`config.mk`:
```
export PLATFORM = sky130hd
export DESIGN_NAME = contador_bcd_n_flat
export DESIGN_NICKNAME = d
export VERILOG_FILES = /design/src/rtl/contador_pkg.sv /design/src/rtl/contador_bcd_n_if.sv /design/src/rtl/contador_digito.sv /design/src/rtl/contador_bcd_n.sv /design/src/flat_wrapper.sv
export SDC_FILE = /design/constraint.sdc
export NUM_CORES = 1
export LEC_CHECK = 0
export CAP_MARGIN = 30
export CORE_ASPECT_RATIO = 1.5
export CORE_MARGIN = 5
export CORE_UTILIZATION = 42
export DETAILED_ROUTE_END_ITERATION = 7
export PLACE_DENSITY = 0.75
export SYNTH_ARGS = -nofsm -noshare
export SYNTH_HDL_FRONTEND = slang
export SYNTH_SLANG_ARGS = --single-unit
```
`constraint.sdc`:
```
create_clock -name clock -period 1.7 [get_ports clock]
set_clock_uncertainty 0.05 [all_clocks]
set_input_delay 0.255 -clock clock [delete_from_list [all_inputs] [get_ports clock]]
set_output_delay 0.255 -clock clock [all_outputs]
set_load 0.02 [all_outputs]
```
`src/rtl/contador_pkg.sv`:
```
// Shared constants, types and helpers for the cascaded BCD counter.
//   DIGIT_W  : bits per BCD digit
//   DEC_MOD  : modulus of every digit except the most significant one
//   digit_t  : one BCD digit
//   sat_digit: clamps a loaded digit to the largest legal value of that digit
package contador_pkg;

    localparam int DIGIT_W = 4;
    localparam int DEC_MOD = 10;

    typedef logic [DIGIT_W-1:0] digit_t;

    // Out-of-range load values clamp to the digit maximum (modulus-1).
    function automatic digit_t sat_digit(input digit_t d, input digit_t max_v);
        return (d > max_v) ? max_v : d;
    endfunction

endpackage

```
`src/rtl/contador_bcd_n_if.sv`:
```
// Control/data bundle of the BCD counter.
//   loadn  : synchronous parallel load, active-low
//   enable : count enable, active-high
//   up     : direction, 1 = up, 0 = down
//   data   : load value, packed BCD, digit 0 in [3:0]
//   count  : current value, packed BCD, registered
//   tc     : terminal count (combinational, for cascading)
//   zero   : count is all zeros (combinational)
//   done   : sticky "down count reached zero" flag, registered
// master modport drives the controls; slave modport is the counter side.
interface contador_bcd_n_if
    import contador_pkg::*;
#(
    parameter int N_DIGITS = 2
);
    logic                        loadn;
    logic                        enable;
    logic                        up;
    logic [DIGIT_W*N_DIGITS-1:0] data;
    logic [DIGIT_W*N_DIGITS-1:0] count;
    logic                        tc;
    logic                        zero;
    logic                        done;

    modport master (
        output loadn, enable, up, data,
        input  count, tc, zero, done
    );

    modport slave (
        input  loadn, enable, up, data,
        output count, tc, zero, done
    );
endinterface

```
`src/rtl/contador_digito.sv`:
```
// One BCD digit of modulus MOD with synchronous clear, saturating load and
// wrap-around increment/decrement.
//   clock   : rising-edge clock
//   clr     : synchronous clear, active-high (highest priority)
//   load    : load d (clamped to MOD-1), beats inc/dec
//   d       : load value
//   inc/dec : step up/down this edge (inc wins if both are set)
//   q       : registered digit value
//   at_max  : q == MOD-1
//   at_zero : q == 0
module contador_digito
    import contador_pkg::*;
#(
    parameter int MOD = 10
) (
    input  logic   clock,
    input  logic   clr,
    input  logic   load,
    input  digit_t d,
    input  logic   inc,
    input  logic   dec,
    output digit_t q,
    output logic   at_max,
    output logic   at_zero
);

    localparam digit_t MAX_V = digit_t'(MOD - 1);

    digit_t q_r;

    // Digit register: clear > load > increment > decrement > hold.
    always_ff @(posedge clock) begin
        if (clr) begin
            q_r <= 4'd0;
        end else if (load) begin
            q_r <= sat_digit(d, MAX_V);
        end else if (inc) begin
            q_r <= (q_r == MAX_V) ? 4'd0 : q_r + 4'd1;
        end else if (dec) begin
            q_r <= (q_r == 4'd0) ? MAX_V : q_r - 4'd1;
        end else begin
            q_r <= q_r;
        end
    end

    assign q       = q_r;
    assign at_max  = (q_r == MAX_V);
    assign at_zero = (q_r == 4'd0);

endmodule

```
`src/rtl/contador_bcd_n.sv`:
```
// N-digit up/down BCD counter with saturating parallel load, optional hold
// at zero on down count, terminal-count output and a sticky "done" flag.
//   clock : rising-edge clock
//   clr   : synchronous clear, active-high, beats load and count
//   bus   : slave side of contador_bcd_n_if (loadn, enable, up, data in;
//           count, tc, zero, done out)
// Parameters: N_DIGITS (1..8), MOD_MSD (2..10, modulus of the top digit),
// STOP_AT_ZERO (1 = down count holds at 0, 0 = wraps to max).
module contador_bcd_n
    import contador_pkg::*;
#(
    parameter int N_DIGITS     = 2,
    parameter int MOD_MSD      = 6,
    parameter int STOP_AT_ZERO = 1
) (
    input  logic               clock,
    input  logic               clr,
    contador_bcd_n_if.slave    bus
);

    logic [DIGIT_W*N_DIGITS-1:0] count_s;
    logic [N_DIGITS-1:0]         at_max_s;
    logic [N_DIGITS-1:0]         at_zero_s;
    logic [N_DIGITS-1:0]         inc_s;
    logic [N_DIGITS-1:0]         dec_s;
    // chain[k] = all digits below k are at max / at zero; chain[N] covers all.
    logic [N_DIGITS:0]           max_chain_s;
    logic [N_DIGITS:0]           zero_chain_s;
    logic                        step_s;
    logic                        hold_zero_s;
    logic                        upper_zero_s;
    logic                        count_one_s;
    logic                        done_r;

    // Carry/borrow chain and per-digit step strobes.
    always_comb begin
        max_chain_s[0]  = 1'b1;
        zero_chain_s[0] = 1'b1;
        for (int k = 0; k < N_DIGITS; k++) begin
            max_chain_s[k+1]  = max_chain_s[k] & at_max_s[k];
            zero_chain_s[k+1] = zero_chain_s[k] & at_zero_s[k];
        end

        // A load on the same edge suppresses counting entirely.
        step_s      = bus.enable & bus.loadn;
        hold_zero_s = (STOP_AT_ZERO != 0) ? zero_chain_s[N_DIGITS] : 1'b0;

        inc_s = '0;
        dec_s = '0;
        for (int k = 0; k < N_DIGITS; k++) begin
            inc_s[k] = step_s & bus.up & max_chain_s[k];
            dec_s[k] = step_s & ~bus.up & zero_chain_s[k] & ~hold_zero_s;
        end
    end

    // Value == 1 detection: the only state whose down step lands on zero.
    always_comb begin
        upper_zero_s = 1'b1;
        for (int k = 1; k < N_DIGITS; k++) begin
            upper_zero_s = upper_zero_s & at_zero_s[k];
        end
        count_one_s = (count_s[DIGIT_W-1:0] == 4'd1) & upper_zero_s;
    end

    for (genvar k = 0; k < N_DIGITS; k++) begin : g_digit
        localparam int DIG_MOD = (k == N_DIGITS - 1) ? MOD_MSD : DEC_MOD;

        contador_digito #(
            .MOD (DIG_MOD)
        ) u_digito (
            .clock   (clock),
            .clr     (clr),
            .load    (~bus.loadn),
            .d       (bus.data[k*DIGIT_W +: DIGIT_W]),
            .inc     (inc_s[k]),
            .dec     (dec_s[k]),
            .q       (count_s[k*DIGIT_W +: DIGIT_W]),
            .at_max  (at_max_s[k]),
            .at_zero (at_zero_s[k])
        );
    end

    // Sticky done: set on a 1 -> 0 down step, cleared by clr or any load.
    always_ff @(posedge clock) begin
        if (clr) begin
            done_r <= 1'b0;
        end else if (!bus.loadn) begin
            done_r <= 1'b0;
        end else if (bus.enable && !bus.up && count_one_s) begin
            done_r <= 1'b1;
        end else begin
            done_r <= done_r;
        end
    end

    assign bus.count = count_s;
    assign bus.zero  = zero_chain_s[N_DIGITS];
    assign bus.tc    = bus.enable &
                       (bus.up ? max_chain_s[N_DIGITS] : zero_chain_s[N_DIGITS]);
    assign bus.done  = done_r;

endmodule

```
`src/flat_wrapper.sv`:
```
// flat-port wrapper written by rule: the top's interface ports become plain ports
module contador_bcd_n_flat import contador_pkg::*;
#(
    parameter int N_DIGITS     = 2,
    parameter int MOD_MSD      = 6,
    parameter int STOP_AT_ZERO = 1
)
  (clock, clr, bus_loadn, bus_enable, bus_up, bus_data, bus_count, bus_tc, bus_zero, bus_done);
  contador_bcd_n_if #(.N_DIGITS(N_DIGITS)) bus_i ();
  input  logic clock;
  input  logic clr;
  input wire logic [$bits(bus_i.loadn)-1:0] bus_loadn;
  input wire logic [$bits(bus_i.enable)-1:0] bus_enable;
  input wire logic [$bits(bus_i.up)-1:0] bus_up;
  input wire logic [$bits(bus_i.data)-1:0] bus_data;
  output wire logic [$bits(bus_i.count)-1:0] bus_count;
  output wire logic [$bits(bus_i.tc)-1:0] bus_tc;
  output wire logic [$bits(bus_i.zero)-1:0] bus_zero;
  output wire logic [$bits(bus_i.done)-1:0] bus_done;
  assign bus_i.loadn = bus_loadn;
  assign bus_i.enable = bus_enable;
  assign bus_i.up = bus_up;
  assign bus_i.data = bus_data;
  assign bus_count = bus_i.count;
  assign bus_tc = bus_i.tc;
  assign bus_zero = bus_i.zero;
  assign bus_done = bus_i.done;
  contador_bcd_n #(.N_DIGITS(N_DIGITS), .MOD_MSD(MOD_MSD), .STOP_AT_ZERO(STOP_AT_ZERO)) u_core (.clock(clock), .clr(clr), .bus(bus_i));
endmodule
```
### Word-level counts from Yosys, hierarchy flattened

Cells that the tools add are included.

| storage, ports and cells | value |
|---|---|
| bits in registers | 9 |
| word-level logic and storage cells | 47 |
| output and inout bits | 11 |

| operators by class | value |
|---|---|
| reduce and logical (&&, ||, !) cells | 6 |
| mux-type cells | 13 |
| bitwise gates (word level) | 14 |
| eq/ne operators | 5 |
| $add $sub $neg | 4 |
| $lt $le $gt $ge | 2 |

Operator list:

| kind | count |
|---|---|
| 4-bit 2-to-1 mux | 12 |
| 1-bit bitwise AND | 11 |
| 4-bit by 1-bit adder with 4-bit output (second input constant) | 2 |
| 4-bit zero test | 2 |
| 4-bit by 1-bit subtractor with 4-bit output (second input constant) | 2 |
| 3-bit by 1-bit inequality test with 1-bit output (second input constant) | 2 |
| 4-bit by 1-bit == test with 1-bit output (second input constant) | 1 |
| 4-bit by 3-bit == test with 1-bit output (second input constant) | 1 |
| 4-bit == test (second input constant) | 1 |
| 4-bit by 3-bit > comparator with 1-bit output (second input constant) | 1 |
| 4-bit > comparator (second input constant) | 1 |
| 1-bit inverter | 3 |
| 1-bit logical AND | 2 |
| 2-bit OR reduction | 1 |
| 1-bit zero test | 1 |
| 1-bit 2-to-1 mux | 1 |

### Depth between registers and ports, before layout

Gate-level depths: netlist (run 1).

| depth | value |
|---|---|
| word-level depth | 7 |
| gate-level depth with buffers | 6 |

### Cells and area by module

Synthesis (run 1) repeated with hierarchy kept, for this count alone.

| second synthesis, totals | value |
|---|---|
| cells, all modules | 104 |
| area, all modules | 803.3 sq um |

Modules (own cells, without submodules):

| module | instances | cells each | area each (sq um) |
|---|---|---|---|
| contador_digito (u_core.g_digit[0].u_digito) | 1 | 48 | 366.6 |
| contador_digito (u_core.g_digit[1].u_digito) | 1 | 40 | 324.1 |
| contador_bcd_n | 1 | 16 | 112.6 |

### Least setup slack after synthesis (run 1)

Ideal clock, no wire load.

| path | value |
|---|---|
| path kind | register -> output |
| start | register u_core.g_digit[0].u_digito.q_r[3] |
| end | output port bus_tc |
| required time | 1.395 ns |
| data arrival time | 1.605 ns |
| stages on the path, launching flop included | 6 |
| setup slack | -0.210 ns |
| cells stage by stage | dfxtp_1 > buf_2 > or4_4 > nor3_2 > a21oi_1 > nor2_1 |

| on the way | value |
|---|---|
| longest elaborated chain between the ends | 4 |
| elaborated cells between the ends (all ways) | 6 |

Ends and longest elaborated chain:

| element | line | RTL |
|---|---|---|
| start: declaration | contador_digito.sv:29 | `digit_t q_r;` |
| start signal: assignment | contador_digito.sv:36 | `q_r <= sat_digit(d, MAX_V);` |
| start signal: assignment | contador_digito.sv:38 | `q_r <= (q_r == MAX_V) ? 4'd0 : q_r + 4'd1;` |
| start signal: assignment | contador_digito.sv:40 | `q_r <= (q_r == 4'd0) ? MAX_V : q_r - 4'd1;` |
| 4-bit == test / 4-bit zero test (equally long branches) | contador_digito.sv:47, contador_digito.sv:48 |  |
| 1-bit bitwise AND, on equally long branches | contador_bcd_n.sv:40, contador_bcd_n.sv:41 |  |
| 1-bit 2-to-1 mux (*) | contador_bcd_n.sv:99 | `(bus.up ? max_chain_s[N_DIGITS] : zero_chain_s[N_DIGITS]);` |
| 1-bit bitwise AND (*) | contador_bcd_n.sv:98 | `assign bus.tc = bus.enable &` |
| end: declaration | flat_wrapper.sv:17 | `output wire logic [$bits(bus_i.tc)-1:0] bus_tc;` |

Every way passes the cells marked *; elsewhere a longest branch is shown, timed or not.

### Final worst setup path (run 1)

| path | value |
|---|---|
| start | register u_core.g_digit[0].u_digito.q_r[2] |
| end | register u_core.g_digit[0].u_digito.q_r[1] |

| on the way | value |
|---|---|
| longest elaborated chain between the ends | 5 |
| elaborated cells between the ends (all ways) | 11 |

Ends and longest elaborated chain:

| element | line |
|---|---|
| 4-bit zero test | contador_digito.sv:40, contador_digito.sv:48 |
| 1-bit bitwise AND / 4-bit 2-to-1 mux (equally long branches) | contador_bcd_n.sv:41, contador_digito.sv:40 |
| 1-bit inverter / 4-bit 2-to-1 mux (equally long branches) | contador_bcd_n.sv:52, contador_digito.sv:39 |
| 1-bit bitwise AND / 4-bit 2-to-1 mux (equally long branches) | contador_bcd_n.sv:52, contador_digito.sv:37 |
| 3-bit by 1-bit inequality test with 1-bit output (no source line) / 4-bit 2-to-1 mux (equally long branches) | -- |

Parallel ways exist; a longest one is shown, timed or not. The select of a mux whose other input is x is not followed.
A chain may end at the register's enable or synchronous reset.

==> results.yml, run 1 <==
timing:
  maxSlewHeadroom_pct: 44.6
  hold_violations: 0
  post-route-worst-setup-slack_ns: -0.278
  grt_setup_unrepaired: "yes"
  finalWorstPathRequiredPeriod_ns: 1.98
  timing.final.max_slew_violations: 0
  max_slew.worst_pin.slew_ns: 0.810
  fmax_mhz: 506
  setup_viol: 10
  layout_worst_path_cycle_share_pct: 116
floorplan:
  design.core.area_mm2: 0.00185
  die-area_mm2: 0.00296
  num_rows: 19
  initial_core_utilization_pct: 44.4
  fp.dieW_um: 46.2
  boundaryPins: 24
  die-height_um: 64.2
grt:
  grt.overflow.total: 0
  grt_first_pass_wirelength_um: 4560
  grt_use_total_pct: 20.8
  grt_max_degree: 20
  number_of_antenna_violations_at_the_first_check_in_global_routing: 0
  grt_pass1_vias: 1030
detailed_routing:
  detail_route.wl_per_cell_um: 16.2
  detailroute.via_count: 1039
  route.detailed.vias_per_inst: 5.71
  detailedRoute.firstIterationViolations: 65
  drt_drc_violations_left: 0
  antenna_violating_nets_post_route: 0
  routed_wirelength_um: 2960
  first_pass_iters: 4
power:
  max-vdd-ir-drop_uv: 445
  net-switching-power_mw: 0.343
  power.density_cell_area_mw_per_mm2: 635
  power.clock.fraction_pct: 20.3
  post_layout_total_power_mw: 0.897
  switching_share_pct: 38.2
  comb_power_share_pct: 52.7
  power_leakage_nw: 0.594
  internal_power_mw: 0.554
  power_frac_seq_pct: 26.9
placement:
  pre_cts_ws_ns: -0.424
  gp_routability_congestion: 0.882
  port-buffer-count: 23
  dpl.hpwl_um: 1870
worst_hold_path:
  worst_hold_path_depth: 2
  timing.hold.worst_endpoint: "u_core.bus.done$_SDFFE_PP0P_"
  hold_sp: "u_core.bus.done$_SDFFE_PP0P_"
  hold_path_class: "reg2reg"
finish:
  drive_above_1_share_pct: 37.3
  antennaDiodeCount: 0
  area_growth_pct: 71.7
  mostFrequentLayoutCells: "25 x sky130_fd_sc_hd__buf_4, 14 x sky130_fd_sc_hd__clkdlybuf4s50_1, 13 x sky130_fd_sc_hd__nand2_1"
  final_net_count: 175
  layout.core_utilization_pct: 76.2
  leading_cell_type_in_the_layout_fill_and_taps_excluded: "sky130_fd_sc_hd__buf_4"
synthesis:
  share_of_the_synthesized_area_in_the_top_cell_type_pct: 21.9
  yosysWarnings: 0
  fraction_of_synthesis_flops_using_an_asynchronous_set_or_reset_pin_pct: 0
  synth_cell_types: 42
  ys_ff_latch: 9
  synthesis.area_per_instance_um2: 7.22
  synth_seq_area_share_pct: 21.9
  ys.flop_type: "sky130_fd_sc_hd__dfxtp_1"
  yosys.area.top_type: "sky130_fd_sc_hd__dfxtp_1"
  synth_enable_flop_cells: 0
  synth_fp_nets: 127
  syn_area_um2: 823
  synthesis.instances: 114
  synth_area_leaders: "sky130_fd_sc_hd__dfxtp_1 22%, sky130_fd_sc_hd__nand2_1 6.4%, sky130_fd_sc_hd__nor2_1 6.4%"
clock_network:
  holdBufCountCts: 0
  clockRootBuffer: "sky130_fd_sc_hd__clkbuf_4"
  tritoncts: "built"
  worst_setup_hold_path_clk_slew_ns: 0.07
  cts.sinks: 9
  cts_buffers: 3
  cts.path.max_buffers: 2
  clock_insertion_delay_worst_skew_ns: 0.28
  htree_num_levels: 1
status:
  status: "finished with violations"
  failing_checks: "negative setup slack"
worst_setup_path:
  rr_startpoint: "u_core.g_digit[0].u_digito.q[2]$_SDFFE_PP0P_"
  worst-r2r-setup-slack_ns: -0.28
  required_time_reported_for_the_critical_path_endpoint_ns: 1.81
  critPathMaxFanout: 5
  critPathArrivalTime_ns: 2.09
  critical_path.startpoint_type: "flip-flop"
  endpoint_kind: "flip-flop"
  worst_r2r_endpoint: "u_core.g_digit[0].u_digito.q[1]$_SDFFE_PP0P_"
  worstSetupPathType: "reg2reg"
  rr_worst_depth: 8
run:
  max_cap_violations: 0
[metrics by stage]
| step | cell area [µm²] | cells | hold slack (ns) | TNS [ns] |
|---|---|---|---|---|
| 2_1_floorplan | 875 | 114 | 0.276 | -0.161 |
| 3_3_place_gp | 1230 | 170 | 0.437 | -2.52 |
| 3_5_place_dp | 1230 | 170 | 0.436 | -2.72 |
| 4_1_cts | 1350 | 178 | 0.455 | -1.06 |
| 5_1_grt | 1410 | 182 | 0.487 | -2.17 |
| 6_report | 1410 | 182 | 0.455 | -1.57 |
[cells in the mapped netlist, drive strengths merged, types with 2 or more instances]
library cell,n
a211oi,2
a21oi,4
a31oi,3
buf,6
clkbuf,4
dfxtp,9
inv,4
nand2,14
nand3,4
nor2,14
nor2b,4
nor3,4
nor4,3
o21ai,11
o221a,2
o221ai,2
or4,2
xnor2,2
xor2,3
[power groups by stage]
stage	clock network (mW)	logic, mW	registers [mW]
after floorplan	0	0.215	0.269
after global placement	0	0.377	0.245
after detailed placement	0	0.385	0.246
after CTS	0.176	0.427	0.241
after global routing	0.201	0.510	0.244
final	0.182	0.473	0.242
[repair_timing]
action / in CTS / in global routing
buffers inserted: 4 / 6
setup endpoints to repair: 14 / 12
pin swaps: 7 / 6
gates resized for setup: 32 / 11
hold endpoints to repair: 0 / 0
[per-layer routing]
| metal | global-route usage [%] | vias up | routed length (µm) |
|---|---|---|---|
| met5 | 0 | - | 0 |
| met4 | 9.61 | 0 | 33 |
| met3 | 5.34 | 3 | 120 |
| met2 | 36.7 | 29 | 1670 |
| met1 | 21.6 | 496 | 1130 |
| li1 | - | 511 | - |
[final cells by class]
cell class,count,area [µm²]
multi-input combinational,91,679
timing repair buffer,53,479
fill,135,440
sequential,9,188
clock buffer,4,26.3
tap,21,26.3
inverter,4,15.0
[worst max-delay path, stage by stage, from the launching register on]
cell                       delay [ns]
sky130_fd_sc_hd__dfxtp_2         0.32
sky130_fd_sc_hd__or4_4           0.55
sky130_fd_sc_hd__nor3_4          0.22
sky130_fd_sc_hd__buf_4           0.14
sky130_fd_sc_hd__buf_6           0.09
sky130_fd_sc_hd__o21ai_4         0.07
sky130_fd_sc_hd__buf_6           0.14
sky130_fd_sc_hd__o221ai_2        0.21
sky130_fd_sc_hd__a31oi_1         0.06
[registers in the layout, summed over array words and instances (netlist names)]
signal	flops
u_core.bus.done	1
u_core.g_digit.u_digito.q	8
[how the worst max path moves through the flow]
stage,cells after the start,startpoint,end
final,8,u_core.g_digit[0].u_digito.q[2]$_SDFFE_PP0P_,u_core.g_digit[0].u_digito.q[1]$_SDFFE_PP0P_
after global routing,8,u_core.g_digit[0].u_digito.q[2]$_SDFFE_PP0P_,u_core.g_digit[0].u_digito.q[1]$_SDFFE_PP0P_
after CTS,5,u_core.g_digit[0].u_digito.q[3]$_SDFFE_PP0P_,bus_tc
after global placement,5,u_core.g_digit[1].u_digito.q[3]$_SDFFE_PP0P_,bus_tc
after detailed placement,5,u_core.g_digit[1].u_digito.q[3]$_SDFFE_PP0P_,bus_tc
after floorplan,5,u_core.g_digit[1].u_digito.q[2]$_SDFFE_PP0P_,bus_tc
[cells by family (layout without fill, tap and decap cells)]
kind of cell           Yosys count  in the layout  share of synthesized area [%]
AND/OR/NAND/NOR                 52             52                           33.6
AO/OA/AOI/OAI                   33             33                           29.5
buffers and inverters           14             61                           8.51
flip-flops                       9              9                           21.9
XOR/XNOR                         5              5                           5.32
multiplexers                     1              1                           1.22
Power figures use the tool's default switching activity.
==> run 2, diff against run 1 <==
--- a/config.mk
+++ b/config.mk
@@ -5,10 +5,12 @@
 export SDC_FILE = /design/constraint.sdc
 export NUM_CORES = 1
 export LEC_CHECK = 0
+export ABC_AREA = 1
 export CAP_MARGIN = 30
-export CORE_ASPECT_RATIO = 1.5
+export CORE_ASPECT_RATIO = 0.9
 export CORE_MARGIN = 5
-export CORE_UTILIZATION = 42
+export CORE_UTILIZATION = 43
+export CTS_CLUSTER_DIAMETER = 100
 export DETAILED_ROUTE_END_ITERATION = 7
 export PLACE_DENSITY = 0.75
 export SYNTH_ARGS = -nofsm -noshare
==> run 2 against run 1 <==
Effect of this change: synthesized cell count increased by 25%; non-clock buffer count increased by 2; via count increased by 8.5%; die area increased by 2.8%; sequential share of layout area decreased by 0.37 points; the run now ends clean; global-route usage decreased by 3.0 points; core utilization decreased by 3.5 points.
==> results.yml, run 2 <==
status:
  status: "complete, no violations"
finish:
  mostFrequentLayoutCells: "37 x sky130_fd_sc_hd__nand2_1, 33 x sky130_fd_sc_hd__buf_4, 19 x sky130_fd_sc_hd__nor2_1"
  area_growth_pct: 60.1
  largest_register_ffs: 8
  register_area_um2: 181
  final_net_count: 213
  leading_cell_type_in_the_layout_fill_and_taps_excluded: "sky130_fd_sc_hd__nand2_1"
  antennaDiodeCount: 0
  drive_above_1_share_pct: 34.7
  fill_cells: 149
  multi_input_area_um2: 629
synthesis:
  synth_cell_types: 29
  ys.flop_type: "sky130_fd_sc_hd__dfxtp_1"
  synth_area_leaders: "sky130_fd_sc_hd__dfxtp_1 21%, sky130_fd_sc_hd__nand2_1 16%, sky130_fd_sc_hd__nor2_1 8.5%"
  synthesis.instances: 142
  syn_area_um2: 878
  ys_ff_latch: 9
  yosys.area.top_type: "sky130_fd_sc_hd__dfxtp_1"
  synth_fp_nets: 155
  synth_seq_area_share_pct: 20.5
  synth_enable_flop_cells: 0
  post-synth-top-count-cell: "sky130_fd_sc_hd__nand2_1"
  yosysWarnings: 0
  fraction_of_synthesis_flops_using_an_asynchronous_set_or_reset_pin_pct: 0
  yosys-top-cells-count: "37 x sky130_fd_sc_hd__nand2_1, 20 x sky130_fd_sc_hd__nor2_1, 14 x sky130_fd_sc_hd__nand3_1, 10 x sky130_fd_sc_hd__inv_1, 9 x sky130_fd_sc_hd__dfxtp_1"
  share_of_the_synthesized_area_in_the_top_cell_type_pct: 20.5
  synthesis.area_per_instance_um2: 6.19
timing:
  setup_total_negative_slack_ns: 0
  grt_setup_unrepaired: "yes"
  timing.final.max_slew_violations: 0
  max_slew.worst_pin.slew_ns: 0.301
  maxSlewHeadroom_pct: 79.9
  post-route-worst-setup-slack_ns: 0.0220
  setup_viol: 0
  finalWorstPathRequiredPeriod_ns: 1.68
  fmax_mhz: 596
  hold_violations: 0
  fin_worst_hold_slack_ns: 0.484
  layout_worst_path_cycle_share_pct: 98.7
detailed_routing:
  drt_drc_violations_left: 0
  detail_route.wl_per_cell_um: 11.7
  detailroute.via_count: 1127
  routed_wirelength_um: 2620
  first_pass_iters: 4
  antenna_violating_nets_post_route: 0
  route.detailed.vias_per_inst: 5.03
  detailedRoute.firstIterationViolations: 33
clock_network:
  clock_insertion_delay_worst_skew_ns: 0.26
  clockRootBuffer: "sky130_fd_sc_hd__clkbuf_4"
  cts_post_setup_buffers_inserted: 0
  worst_setup_hold_path_clk_slew_ns: 0.06
  cts.sinks: 9
  holdBufCountCts: 0
  htree_num_levels: 1
  tritoncts: "built"
  cts_buffers: 3
  cts.path.max_buffers: 2
worst_hold_path:
  hold_sp: "u_core.bus.done$_SDFFE_PP0P_"
  hold_path_class: "reg2reg"
floorplan:
  design.core.area_mm2: 0.00193
  die-height_um: 52.9
  boundaryPins: 24
  num_rows: 15
  fp.dieW_um: 57.6
  initial_core_utilization_pct: 45.4
  die-area_mm2: 0.00305
power:
  post_layout_total_power_mw: 0.807
  max-vdd-ir-drop_uv: 399
  power.density_cell_area_mw_per_mm2: 574
  power_leakage_nw: 0.746
worst_setup_path:
  critPathMaxFanout: 3
  critical_path.startpoint_type: "flip-flop"
  required_time_reported_for_the_critical_path_endpoint_ns: 1.39
  critical_path.startpoint: "u_core.g_digit[0].u_digito.q[1]$_SDFFE_PP0P_"
  worst_path_dominant_cell_family: "simple AND/OR/NAND/NOR gates"
  rr_startpoint: "u_core.g_digit[0].u_digito.q[1]$_SDFFE_PP0P_"
  timing.critical_path.buf_inv: 2
  endpoint_kind: "output pin"
  worstSetupPathType: "reg2out"
  crit_path_top_delay_cell: "sky130_fd_sc_hd__dfxtp_1"
  cp_slowest_stage_delay_ns: 0.35
  critPathArrivalTime_ns: 1.37
  critical_path_cell_by_cell: "inv_2 -> nand2_4 -> nor2_4 -> nand3_4 -> nor2_1 -> o21a_1 -> buf_4"
placement:
  port-buffer-count: 23
  pre_cts_ws_ns: -0.349
  gp_routability_congestion: 0.960
  dpl.hpwl_um: 2130
run:
  max_cap_violations: 0
grt:
  grt_pass1_vias: 1041
  number_of_antenna_violations_at_the_first_check_in_global_routing: 0
  grt_first_pass_wirelength_um: 4280
  grt_use_total_pct: 17.8
  grt_max_degree: 9
  grt.overflow.total: 0
==> run 2: cell count changes in the layout (fill, tap and decap cells not counted), moves of 4 or more <==
cell                      change
sky130_fd_sc_hd__inv_2        +9
sky130_fd_sc_hd__inv_1        +5
sky130_fd_sc_hd__buf_4        +8
sky130_fd_sc_hd__nor2_1       +9
sky130_fd_sc_hd__nand3_1     +10
sky130_fd_sc_hd__nor2b_1      -4
sky130_fd_sc_hd__buf_6        -6
sky130_fd_sc_hd__nand2_1     +24
==> run 2: final timing paths <==
path         cells after the start                                      endpoint  slack, ns
max                              7                                        bus_tc       0.02
min                              2                  u_core.bus.done$_SDFFE_PP0P_       0.48
max reg2reg                     10  u_core.g_digit[0].u_digito.q[3]$_SDFFE_PP0P_       0.16
min reg2reg                      2                  u_core.bus.done$_SDFFE_PP0P_       0.48
==> run 2: area by class of cell <==
type	count	share of cell area [%]
Multi-Input combinational cell	113	44.8
Timing Repair Buffer	55	33.5
Sequential cell	9	12.9
Inverter	18	4.80
Tap cell	25	2.22
Clock buffer	4	1.87
==> run 2: cells by family after synthesis <==
logic type      synth area share [%]
buf+inv                         8.69
compound gates                  14.4
xor+xnor                       0.997
simple gates                    55.4
flops                           20.5
==> run 2: worst reg2reg max path, stage by stage (launching register included) <==
cell	delay [ns]
sky130_fd_sc_hd__dfxtp_1	0.35
sky130_fd_sc_hd__inv_2	0.11
sky130_fd_sc_hd__nand2_4	0.07
sky130_fd_sc_hd__nor2_4	0.14
sky130_fd_sc_hd__nand3_4	0.07
sky130_fd_sc_hd__buf_4	0.13
sky130_fd_sc_hd__buf_4	0.13
sky130_fd_sc_hd__a21oi_4	0.20
sky130_fd_sc_hd__nand2_1	0.09
sky130_fd_sc_hd__nand2_1	0.06
sky130_fd_sc_hd__nor2_1	0.04
==> run 2: repair_timing <==
| item | CTS | global route |
|---|---|---|
| gates cloned | 0 | 0 |
| endpoints found under the setup margin | 4 | 6 |
| resized for setup | 13 | 6 |
==> run 2: report_power, final <==
group          internal, mW  switching [mW]  leakage [nW]
logic                 0.191           0.204         0.656
registers             0.227          0.0160        0.0744
clock network        0.0907          0.0786        0.0150
==> run 2: through the flow <==
step / std cells / util [%] / cell area (µm²)
after floorplan: 142 / - / 878
after detailed placement: 220 / 70.9 / 1370
final: 224 / 72.8 / 1410
after global routing: 224 / 72.8 / 1410
after CTS: 224 / 72.2 / 1400
after global placement: 220 / 70.9 / 1370
==> run 2: metal layers <==
layer  routed length [µm]  vias to the layer above  share of wire, %  global-route usage, %
li1                     -                      575                 -                      -
met1                 1220                      507                47                   23.0
met2                 1210                       40                46                   30.1
met3                  156                        5               6.0                   2.44
met4                   30                        0               1.1                   6.18
met5                    0                        -                 0                      0
